File: src/rtl/scalar_wb_pkg.sv
// Shared types for the scalar writeback unit: default widths, the write request
// record and the per-cycle write source encoding.
package scalar_wb_pkg;

    localparam int WB_DATA_W = 16;
    localparam int WB_ADDR_W = 4;

    typedef struct packed {
        logic [WB_ADDR_W-1:0] dst;
        logic [WB_DATA_W-1:0] data;
    } wb_req_t;

    typedef enum logic [1:0] {
        SRC_NONE = 2'd0,
        SRC_LOAD = 2'd1,
        SRC_FIFO = 2'd2,
        SRC_ALU  = 2'd3
    } wb_src_e;

endpackage

File: src/rtl/wb_skid_fifo.sv
// Small in-order holding buffer for ALU results that lose the writeback slot.
// Power-of-two depth; push while full is accepted only together with a pop.
module wb_skid_fifo
    import scalar_wb_pkg::*;
#(
    parameter int  DEPTH = 2,
    parameter type req_t = wb_req_t
) (
    input  logic clk,
    input  logic rst,
    input  logic push_i,
    input  req_t push_data_i,
    input  logic pop_i,
    output req_t head_o,
    output logic full_o,
    output logic empty_o
);

    localparam int PTR_W = (DEPTH > 1) ? $clog2(DEPTH) : 1;
    localparam int CNT_W = $clog2(DEPTH + 1);

    req_t               mem_q [DEPTH];
    logic [PTR_W-1:0]   wr_ptr_q;
    logic [PTR_W-1:0]   rd_ptr_q;
    logic [CNT_W-1:0]   cnt_q;
    logic               do_push_s;
    logic               do_pop_s;

    assign full_o    = (cnt_q == CNT_W'(DEPTH));
    assign empty_o   = (cnt_q == {CNT_W{1'b0}});
    assign head_o    = mem_q[rd_ptr_q];
    assign do_pop_s  = pop_i && !empty_o;
    assign do_push_s = push_i && (!full_o || do_pop_s);

    // Storage array; contents are don't-care while empty, so no reset needed.
    always_ff @(posedge clk) begin
        if (do_push_s) begin
            mem_q[wr_ptr_q] <= push_data_i;
        end
    end

    // Pointer and occupancy bookkeeping.
    always_ff @(posedge clk or posedge rst) begin
        if (rst) begin
            wr_ptr_q <= {PTR_W{1'b0}};
            rd_ptr_q <= {PTR_W{1'b0}};
            cnt_q    <= {CNT_W{1'b0}};
        end else begin
            if (do_push_s) begin
                wr_ptr_q <= wr_ptr_q + PTR_W'(1);
            end
            if (do_pop_s) begin
                rd_ptr_q <= rd_ptr_q + PTR_W'(1);
            end
            case ({do_push_s, do_pop_s})
                2'b10:   cnt_q <= cnt_q + CNT_W'(1);
                2'b01:   cnt_q <= cnt_q - CNT_W'(1);
                default: cnt_q <= cnt_q;
            endcase
        end
    end

endmodule

File: src/rtl/scalar_writeback_unit.sv
// Scalar register file write port: arbitrates loads, queued and direct ALU results,
// keeps the pending scoreboard. Optional macro WB_BYPASS_EN adds write forwarding.
module scalar_writeback_unit
    import scalar_wb_pkg::*;
#(
    parameter int DATA_W     = WB_DATA_W,
    parameter int ADDR_W     = WB_ADDR_W,
    parameter int FIFO_DEPTH = 2
) (
    input  logic              clk,
    input  logic              rst,
    input  logic              iss_valid_i,
    input  logic [ADDR_W-1:0] iss_dst_i,
    output logic              iss_ready_o,
    input  logic              alu_valid_i,
    input  logic [ADDR_W-1:0] alu_dst_i,
    input  logic [DATA_W-1:0] alu_data_i,
    output logic              alu_ready_o,
    input  logic              ld_valid_i,
    input  logic [ADDR_W-1:0] ld_dst_i,
    input  logic [DATA_W-1:0] ld_data_i,
    input  logic [ADDR_W-1:0] chk_addr_1_i,
    input  logic [ADDR_W-1:0] chk_addr_2_i,
    output logic              busy_1_o,
    output logic              busy_2_o,
    output logic              wr_en_o,
    output logic [ADDR_W-1:0] wr_dst_o,
    output logic [DATA_W-1:0] wr_data_o,
    output logic              wb_err_o
`ifdef WB_BYPASS_EN
    ,
    output logic              fwd_hit_1_o,
    output logic              fwd_hit_2_o,
    output logic [DATA_W-1:0] fwd_data_1_o,
    output logic [DATA_W-1:0] fwd_data_2_o
`endif
);

    localparam int NREG = 2 ** ADDR_W;

    // Same layout as wb_req_t, sized by this instance's parameters.
    typedef struct packed {
        logic [ADDR_W-1:0] dst;
        logic [DATA_W-1:0] data;
    } req_t;

    req_t              sel_s;
    req_t              fifo_head_s;
    req_t              alu_req_s;
    wb_src_e           src_s;
    logic              fifo_full_s;
    logic              fifo_empty_s;
    logic              alu_acc_s;
    logic              push_s;
    logic              pop_s;
    logic              wr_fire_s;
    logic              err_hit_s;
    logic [NREG-1:0]   pending_d;
    logic [NREG-1:0]   pending_q;
    logic              wr_en_q;
    logic [ADDR_W-1:0] wr_dst_q;
    logic [DATA_W-1:0] wr_data_q;
    logic              wb_err_q;
    logic              hit_1_s;
    logic              hit_2_s;

    assign alu_req_s   = '{dst: alu_dst_i, data: alu_data_i};
    assign alu_ready_o = !fifo_full_s;
    assign alu_acc_s   = alu_valid_i && !fifo_full_s;
    assign iss_ready_o = !pending_q[iss_dst_i];

    wb_skid_fifo #(
        .DEPTH (FIFO_DEPTH),
        .req_t (req_t)
    ) u_fifo (
        .clk         (clk),
        .rst         (rst),
        .push_i      (push_s),
        .push_data_i (alu_req_s),
        .pop_i       (pop_s),
        .head_o      (fifo_head_s),
        .full_o      (fifo_full_s),
        .empty_o     (fifo_empty_s)
    );

    // Write source priority: load, then oldest queued ALU result, then live ALU.
    always_comb begin
        src_s = SRC_NONE;
        sel_s = '0;
        if (ld_valid_i) begin
            src_s = SRC_LOAD;
            sel_s = '{dst: ld_dst_i, data: ld_data_i};
        end else if (!fifo_empty_s) begin
            src_s = SRC_FIFO;
            sel_s = fifo_head_s;
        end else if (alu_acc_s) begin
            src_s = SRC_ALU;
            sel_s = alu_req_s;
        end else begin
            src_s = SRC_NONE;
            sel_s = '0;
        end
    end

    assign pop_s     = (src_s == SRC_FIFO);
    assign push_s    = alu_acc_s && (src_s != SRC_ALU);
    assign wr_fire_s = (src_s != SRC_NONE) && (sel_s.dst != {ADDR_W{1'b0}});
    assign err_hit_s = wr_fire_s && !pending_q[sel_s.dst];

    // Scoreboard next state: clear on the write cycle, a new reservation wins.
    always_comb begin
        pending_d = pending_q;
        if (wr_en_q) begin
            pending_d[wr_dst_q] = 1'b0;
        end else begin
            pending_d = pending_q;
        end
        if (iss_valid_i && iss_ready_o) begin
            pending_d[iss_dst_i] = 1'b1;
        end else begin
            pending_d[iss_dst_i] = pending_d[iss_dst_i];
        end
        pending_d[0] = 1'b0;
    end

    // Output write register, scoreboard and sticky error flag.
    always_ff @(posedge clk or posedge rst) begin
        if (rst) begin
            wr_en_q   <= 1'b0;
            wr_dst_q  <= {ADDR_W{1'b0}};
            wr_data_q <= {DATA_W{1'b0}};
            wb_err_q  <= 1'b0;
            pending_q <= {NREG{1'b0}};
        end else begin
            wr_en_q   <= wr_fire_s;
            if (wr_fire_s) begin
                wr_dst_q  <= sel_s.dst;
                wr_data_q <= sel_s.data;
            end
            wb_err_q  <= wb_err_q || err_hit_s;
            pending_q <= pending_d;
        end
    end

    assign wr_en_o   = wr_en_q;
    assign wr_dst_o  = wr_dst_q;
    assign wr_data_o = wr_data_q;
    assign wb_err_o  = wb_err_q;

`ifdef WB_BYPASS_EN
    // A write in flight satisfies a reader this cycle; pending is still set until the edge.
    assign hit_1_s      = wr_en_q && (wr_dst_q == chk_addr_1_i) && (chk_addr_1_i != {ADDR_W{1'b0}});
    assign hit_2_s      = wr_en_q && (wr_dst_q == chk_addr_2_i) && (chk_addr_2_i != {ADDR_W{1'b0}});
    assign fwd_hit_1_o  = hit_1_s;
    assign fwd_hit_2_o  = hit_2_s;
    assign fwd_data_1_o = wr_data_q;
    assign fwd_data_2_o = wr_data_q;
`else
    assign hit_1_s = 1'b0;
    assign hit_2_s = 1'b0;
`endif

    assign busy_1_o = pending_q[chk_addr_1_i] && !hit_1_s;
    assign busy_2_o = pending_q[chk_addr_2_i] && !hit_2_s;

endmodule

File: config.mk
export PLATFORM = sky130hd
export DESIGN_NAME = scalar_writeback_unit
export DESIGN_NICKNAME = d
export VERILOG_FILES = /design/src/rtl/scalar_wb_pkg.sv /design/src/rtl/wb_skid_fifo.sv /design/src/rtl/scalar_writeback_unit.sv
export SDC_FILE = /design/constraint.sdc
export NUM_CORES = 1
export LEC_CHECK = 0
export ABC_CLOCK_PERIOD_IN_PS = 2700
export BUFFER_PORTS_ARGS = -buffer_cell sky130_fd_sc_hd__buf_4
export CORE_ASPECT_RATIO = 1.4
export CORE_MARGIN = 5
export CORE_UTILIZATION = 57
export CTS_BUF_LIST = sky130_fd_sc_hd__clkbuf_4
export CTS_CLUSTER_DIAMETER = 100
export DETAILED_ROUTE_END_ITERATION = 10
export PLACE_DENSITY = 0.82
export SYNTH_ARGS = -nofsm -noshare
export SYNTH_HDL_FRONTEND = slang
export SYNTH_SLANG_ARGS = --single-unit
File: constraint.sdc
create_clock -name clk -period 2.7 [get_ports clk]
set_clock_uncertainty 0.1 [all_clocks]
set_input_delay 0 -clock clk [delete_from_list [all_inputs] [get_ports clk]]
set_output_delay 0 -clock clk [all_outputs]
set_load 0.05 [all_outputs]
# ---- Yosys cells after proc, flatten, opt, wreduce, memory -nomap -nowiden
# Memories as Yosys holds them, arrays and structs flattened.
# Cells that the tools add are included.
dict set report classes {
  n_lt_le_gt_ge 7
  shift 0
  muxes 26
  add_sub_neg 4
  reduce_logical 19
  n_eq_ne 5
  mul 0
  div 0
  bitwise_logic 3
}
# operator count
set op_table {}
lappend op_table {{$mux W20} 3}
lappend op_table {{$mux W16} 2}
lappend op_table {{$lt A4 B5 Y1 const B} 5}
lappend op_table {{$bmux W1 S4} 5}
lappend op_table {{$and A16 B16 Y16} 1}
lappend op_table {{$bwmux W16} 1}
lappend op_table {{$not A16 Y16} 1}
lappend op_table {{$or A16 B16 Y16} 1}
lappend op_table {{$logic_and A1 B1 Y1} 9}
lappend op_table {{$mux W1} 9}
lappend op_table {{$demux W1 S4} 2}
lappend op_table {{$ge A4 B1 Y1 const B} 2}
lappend op_table {{$eq A2 B2 Y1 const B} 3}
lappend op_table {{$mux W2} 3}
lappend op_table {{$logic_not A1 Y1} 4}
lappend op_table {{$pmux W2 S2} 1}
lappend op_table {{$reduce_bool A2 Y1} 2}
lappend op_table {{$reduce_bool A4 Y1} 1}
lappend op_table {{$add A1 B1 Y1 const B} 2}
lappend op_table {{$add A2 B1 Y2 const B} 1}
lappend op_table {{$eq A2 B1 Y1 const B} 1}
lappend op_table {{$logic_not A2 Y1} 1}
lappend op_table {{$logic_or A1 B1 Y1} 2}
lappend op_table {{$ne A2 B2 Y1 const B} 1}
lappend op_table {{$sub A2 B1 Y2 const B} 1}
dict set report totals {
  latch_bits 0
  rom_bits 0
  in_bits 57
  ram_bits 40
  output_inout_bits 26
  regBits 41
  memories 1
  word_cells 73
}
# memory depth word_bits rd rd_ports_with_merged_regs wr line_no
set mem_list {}
lappend mem_list {u_fifo.mem_q 2 20 1 0 1 wb_skid_fifo.sv:22} ;# req_t mem_q [DEPTH];

# ---- Depth between registers and ports, before layout
dict set report depth {
  depth_word 12
  mapped_depth 10
  ltp_nobuf 7
}

# ---- Modules after synthesis
# From an unflattened synthesis, not the netlist that was laid out.
dict set report unflattened {
  cells_unflattened 341
  area_unflattened_um2 4125.2
}
# module area_each_um2 instances seq_area_each_um2 cells_per_inst
set by_module_without_submodules {}
lappend by_module_without_submodules {scalar_writeback_unit 2462.4 1 925.9 254}
lappend by_module_without_submodules {wb_skid_fifo 1662.8 1 1301.2 87}

# ---- Worst setup path after synthesis
# OpenSTA, ideal clock, no wires.
dict set report synth_timing {
  kind {flip-flop to flip-flop}
  startpoint {register u_fifo.cnt_q[1]}
  endpoint {memory u_fifo.mem_q[0][0] in the netlist's numbering, enable pin}
  path_slack_ps 628
  path_buffers 0
  arrival_ps 1575
  stages_incl_launch_ff 4
  synth_period_minus_slack_ps 2072
  required_time_ps 2203
  path_cell_list {dfrtp_1 nor2_1 o21ai_0 nor2_1}
}
dict set report synth_via {
  elab_chain_cells 12
  word_cells_on_any_way 16
}
# element line_no
set synth_lines {}
lappend synth_lines {{from (decl)} wb_skid_fifo.sv:25} ;# logic [CNT_W-1:0] cnt_q;
lappend synth_lines {{from (signal assigned)} wb_skid_fifo.sv:47} ;# cnt_q <= {CNT_W{1'b0}};
lappend synth_lines {{from (signal assigned)} wb_skid_fifo.sv:56} ;# 2'b10: cnt_q <= cnt_q + CNT_W'(1);
lappend synth_lines {{from (signal assigned)} wb_skid_fifo.sv:57} ;# 2'b01: cnt_q <= cnt_q - CNT_W'(1);
lappend synth_lines {{$eq A2 B2 Y1} wb_skid_fifo.sv:29} ;# assign full_o = (cnt_q == CNT_W'(DEPTH));
lappend synth_lines {{$logic_not A1 Y1} {wb_skid_fifo.sv:33, scalar_writeback_unit.sv:69}}
lappend synth_lines {{$logic_and A1 B1 Y1} scalar_writeback_unit.sv:69} ;# assign alu_acc_s = alu_valid_i && !fifo_full_s;
lappend synth_lines {{$mux W2} scalar_writeback_unit.sv:96} ;# end else if (alu_acc_s) begin
lappend synth_lines {{$mux W2} scalar_writeback_unit.sv:93} ;# end else if (!fifo_empty_s) begin
lappend synth_lines {{$mux W2} scalar_writeback_unit.sv:90} ;# if (ld_valid_i) begin
lappend synth_lines {{$eq A2 B2 Y1} scalar_writeback_unit.sv:105} ;# assign pop_s = (src_s == SRC_FIFO);
lappend synth_lines {{$logic_and A1 B1 Y1} wb_skid_fifo.sv:32} ;# assign do_pop_s = pop_i && !empty_o;
lappend synth_lines {{$logic_or A1 B1 Y1} wb_skid_fifo.sv:33} ;# assign do_push_s = push_i && (!full_o || do_pop_s);
lappend synth_lines {{$logic_and A1 B1 Y1 *} wb_skid_fifo.sv:33}
lappend synth_lines {{$mux W1 *} wb_skid_fifo.sv:37} ;# if (do_push_s) begin
lappend synth_lines {{$mux W1 (implied by the code) *} wb_skid_fifo.sv:38} ;# mem_q[wr_ptr_q] <= push_data_i;
lappend synth_lines {{to (decl)} wb_skid_fifo.sv:22}
# Every way passes the cells marked *; elsewhere a longest branch is shown, timed or not.

# ---- Final worst setup path
dict set report layout_timing {
  startpoint {register u_fifo.cnt_q[0]}
  endpoint {register wr_data_q[13], in the netlist wr_data_o[13]}
}
dict set report layout_via {
  elab_chain_cells 8
  word_cells_on_any_way 13
}
# element line_no
set layout_lines {}
lappend layout_lines {{$eq A2 B2 Y1} wb_skid_fifo.sv:29}
lappend layout_lines {{$logic_not A1 Y1} scalar_writeback_unit.sv:69}
lappend layout_lines {{$logic_and A1 B1 Y1} scalar_writeback_unit.sv:69}
lappend layout_lines {{$mux W20 or $mux W2 (tied branches)} scalar_writeback_unit.sv:96}
lappend layout_lines {{$mux W20 or $mux W2 (tied branches)} scalar_writeback_unit.sv:93}
lappend layout_lines {{$mux W20 or $mux W2 (tied branches)} scalar_writeback_unit.sv:90}
lappend layout_lines {{$reduce_bool A4 Y1 or $reduce_bool A2 Y1 (tied branches)} scalar_writeback_unit.sv:107} ;# assign wr_fire_s = (src_s != SRC_NONE) && (sel_s.dst != {ADDR_W{1'b0}});
lappend layout_lines {{$logic_and A1 B1 Y1} scalar_writeback_unit.sv:107}
lappend layout_lines {{to (signal assigned)} scalar_writeback_unit.sv:131} ;# wr_data_q <= {DATA_W{1'b0}};
lappend layout_lines {{to (signal assigned)} scalar_writeback_unit.sv:138} ;# wr_data_q <= sel_s.data;
lappend layout_lines {{to (decl)} scalar_writeback_unit.sv:62} ;# logic [DATA_W-1:0] wr_data_q;
# Parallel ways exist; a longest one is shown, timed or not.
# A chain may end at the register's enable or synchronous reset.

==> flow_metrics.env <==
export IMPL_outcome="complete, no violations"
export IMPL_grt_pass1_wl_mm=19.5
export IMPL_path_clk_slew_ps=130
export IMPL_die_area_mm2=0.00933
export IMPL_holdPathStages=4
export IMPL_netSwitchingFraction_pct=43.2
export IMPL_final_cell_area_mm2=0.00559
export IMPL_p_leak_uw=0.00234
export IMPL_fp_coreArea_mm2=0.00731
export IMPL_switchingPower_uw=2350
export IMPL_drv_cap=0
export IMPL_r2r_slack_ps=150
export IMPL_finalHoldViolCount=0
export IMPL_setup_viol=0
export IMPL_combPwrFrac_pct=46.2
export IMPL_clock_fmax_ghz=0.391
export IMPL_ir_drop_v=0.000724
export IMPL_synth_flop_cell="dfrtp_1"
export IMPL_die_h_um=112
export IMPL_antenna_cells=0
export IMPL_die_x_um=83.1
export IMPL_clkPwrFrac_pct=14.6
export IMPL_firstDrtPassIters=6
export IMPL_fin_crit_sh_pct=94.6
export IMPL_synth_mux_area_share_pct=14.2
export IMPL_dp_hpwl_mm=7.84
export IMPL_fin_nets=560
export IMPL_place_gp_congestion=0.990
export IMPL_synth_xor_area_share_pct=1.23
export IMPL_start_kind="flip-flop"
export IMPL_syn_to_final_growth_pct=31.3
export IMPL_min_from="ld_dst_i[2]"
export IMPL_path_max_fanout=37
export IMPL_antenna_left=0
export IMPL_critPathCaptureType="flip-flop"
export IMPL_fin_util_pct=76.5
export IMPL_clockBufferDepth=2
export IMPL_cts_resized=0
export IMPL_drv_slew=0
export IMPL_syn_num_nets=429
export IMPL_synth_top_area_share_pct=28.2
export IMPL_avgRoutedWirePerCell_um=19.9
export IMPL_tightest_slew_ps=1130
export IMPL_hold_ws_ps=29.8
export IMPL_arrival_ps=2750
export IMPL_mappedNetlistArea_mm2=0.00426
export IMPL_synth_edf_count=40
export IMPL_power_uw=5440
export IMPL_yosysUniqueCellTypes=50
export IMPL_synthSimpleGateAreaFrac_pct=11.5
export IMPL_p_seq_share_pct=39.2
export IMPL_avgSynthCellArea_um2=11.5
export IMPL_antenna_found_initial=0
export IMPL_placed_area_mm2=0.00491
export IMPL_routed_wl_mm=12.0
export IMPL_io_pins=83
export IMPL_required_ps=2890
export IMPL_numCtsBuffers=9
export IMPL_min_period_ps=2550
export IMPL_drt_initial_drc_count=283
export IMPL_async_flop_share_pct=50.6
export IMPL_initial_core_util_pct=58.2
export IMPL_powerDensity_mw_per_mm2=972
export IMPL_ys_ff_latch=81
export IMPL_ys_seq_area_share_pct=52.3
export IMPL_grt_max_degree=38
export IMPL_setup_tns_ps=0
export IMPL_drc=0
export IMPL_synth_top_family_by_area="compound AO/OA/AOI/OAI gates"
export IMPL_postCtsHoldBufs=53
export IMPL_port_buffers=82
export IMPL_grt_util_all_layers_pct=26.4
export IMPL_synth_compound_area_share_pct=16.6
export IMPL_whs_endpoint="wr_dst_o[2]"
export IMPL_crit_type="reg2reg"
export IMPL_rsz0062_at_grt="false"
export IMPL_vias=3708
export IMPL_h_tree_depth=3
export IMPL_drive_gt1_share_pct=25.6
export IMPL_reg2reg_from="u_fifo.cnt_q[0]"
export IMPL_ys_warnings_count=0
export IMPL_clockRootBuffer="clkbuf_4"
export IMPL_syn_inst=371
export IMPL_post_cts_setup_buffers=0
export IMPL_drt_vias_per_instance=6.14
export IMPL_reg2reg_depth=6
export IMPL_cts_sinks=81
export IMPL_worstHoldPathType="in2reg"
export IMPL_timing_rr_end="wr_data_o[13]"
export IMPL_n_fill_cell=473
export IMPL_cts_tree="done"
export IMPL_synth_fa_ha_area_share_pct=0.294
export IMPL_max_slew_margin_rel_pct=24.7
export IMPL_num_rows=37
export IMPL_synth_area_leaders="edfxtp_1, dfrtp_1, mux2i_1, mux4_2, nor2_1"
export IMPL_clkLatencyLatePin_ps=420
export IMPL_grt_pass1_vias=3895
export IMPL_grt_overflow_total=0
export IMPL_yosys_area_top_type="edfxtp_1"
export IMPL_intPower_uw=3090
-- layout make-up --
type / instances / area [um2] / share of cell area, %
clock buffers: 10 / 75.1 / 1.34
well taps: 97 / 121 / 2.17
multi-input cells: 261 / 1870 / 33.5
flip-flops and latches: 81 / 2230 / 39.8
repair buffers: 139 / 1180 / 21.0
clock inverters: 6 / 82.6 / 1.48
inverters: 10 / 37.5 / 0.671
-- power by group through the flow --
stage	Clock, uW	Combinational (uW)	Sequential (uW)
2_1_floorplan	0	1400	2380
5_1_grt	849	2690	2170
3_5_place_dp	0	2370	2130
4_1_cts	795	2490	2110
6_report	794	2510	2130
3_3_place_gp	0	2300	2110
-- through the flow --
step	std cells	setup WS, ps
floorplan	371	628
global placement	535	468
detailed placement	535	296
CTS	604	242
global route	604	0.289
finish	604	145
-- routing by layer --
layer	vias up	global-route usage, %	wire (um)
met5	-	0	0
met4	0	13.5	466
met3	37	4.85	852
met2	196	47.9	6480
met1	1804	29.2	4250
li1	1671	-	-
-- synthesized netlist by cell type (5+ instances only) --
cell and number:
a211oi_1 6, a21oi_1 28, a221oi_1 15, buf_6 5, clkbuf_1 7, dfrtp_1 41, edfxtp_1 40, inv_1 9
mux2_2 6, mux2i_1 30, mux4_2 9, nand2_1 27, nand2b_1 6, nand3_1 8, nor2_1 46, o21ai_0 25
xnor2_1 5
-- layout by cell type (no fill, tap or decap), types with 3 or more instances in the layout --
master,instances
nand3_1,8
nand2_1,27
a221oi_1,15
o311ai_1,4
xnor2_1,5
dlygate4sd3_1,53
o211ai_1,4
o21ai_0,25
o21ai_1,4
a211oi_1,6
nor2_1,44
inv_1,8
dfrtp_1,41
buf_4,86
nor2b_1,4
mux2_2,6
clkbuf_4,10
a21oi_1,28
edfxtp_1,40
mux4_2,9
mux2i_1,30
a22oi_1,4
nand2b_1,6
o31ai_1,3
-- flip-flops by register name, indices dropped and copies added (netlist names) --
| signal | flops |
|---|---|
| u_fifo.mem_q | 40 |
| wr_data_o | 16 |
| u_fifo.rd_ptr_q | 1 |
| wr_dst_o | 4 |
| wb_err_o | 1 |
| u_fifo.cnt_q | 2 |
| pending_q | 15 |
| wr_en_o | 1 |
| u_fifo.wr_ptr_q | 1 |
-- worst max-delay path: stages, from the launching register on --
cell	delay, ps
dfrtp_1	490
nor2_1	390
nor2_1	170
o22ai_4	350
nand4_4	530
nor2_1	320
a21oi_1	70
-- cell families (layout without fill, tap and decap cells) --
group | after synthesis | after routing
muxes | 47 | 47
DFF | 81 | 81
buffers and inverters | 29 | 165
AOI/OAI and AO/OA | 106 | 106
xor gates and xnor gates | 6 | 6
and+or+nand+nor | 101 | 101
adders and majority gates | 1 | 1
-- how the worst max path moves through the flow --
stage	from	endpoint	slack, ps	cells after the start
CTS	u_fifo.cnt_q[0]	wr_data_o[5]	240	6
detailed placement	u_fifo.cnt_q[0]	wr_data_o[5]	300	6
global placement	u_fifo.cnt_q[0]	wr_data_o[5]	470	6
global route	u_fifo.cnt_q[0]	wr_data_o[13]	0.3	6
finish	u_fifo.cnt_q[0]	wr_data_o[13]	150	6
floorplan	u_fifo.cnt_q[1]	u_fifo.mem_q[0][0]	630	3
(Power assumes the default switching activity.)
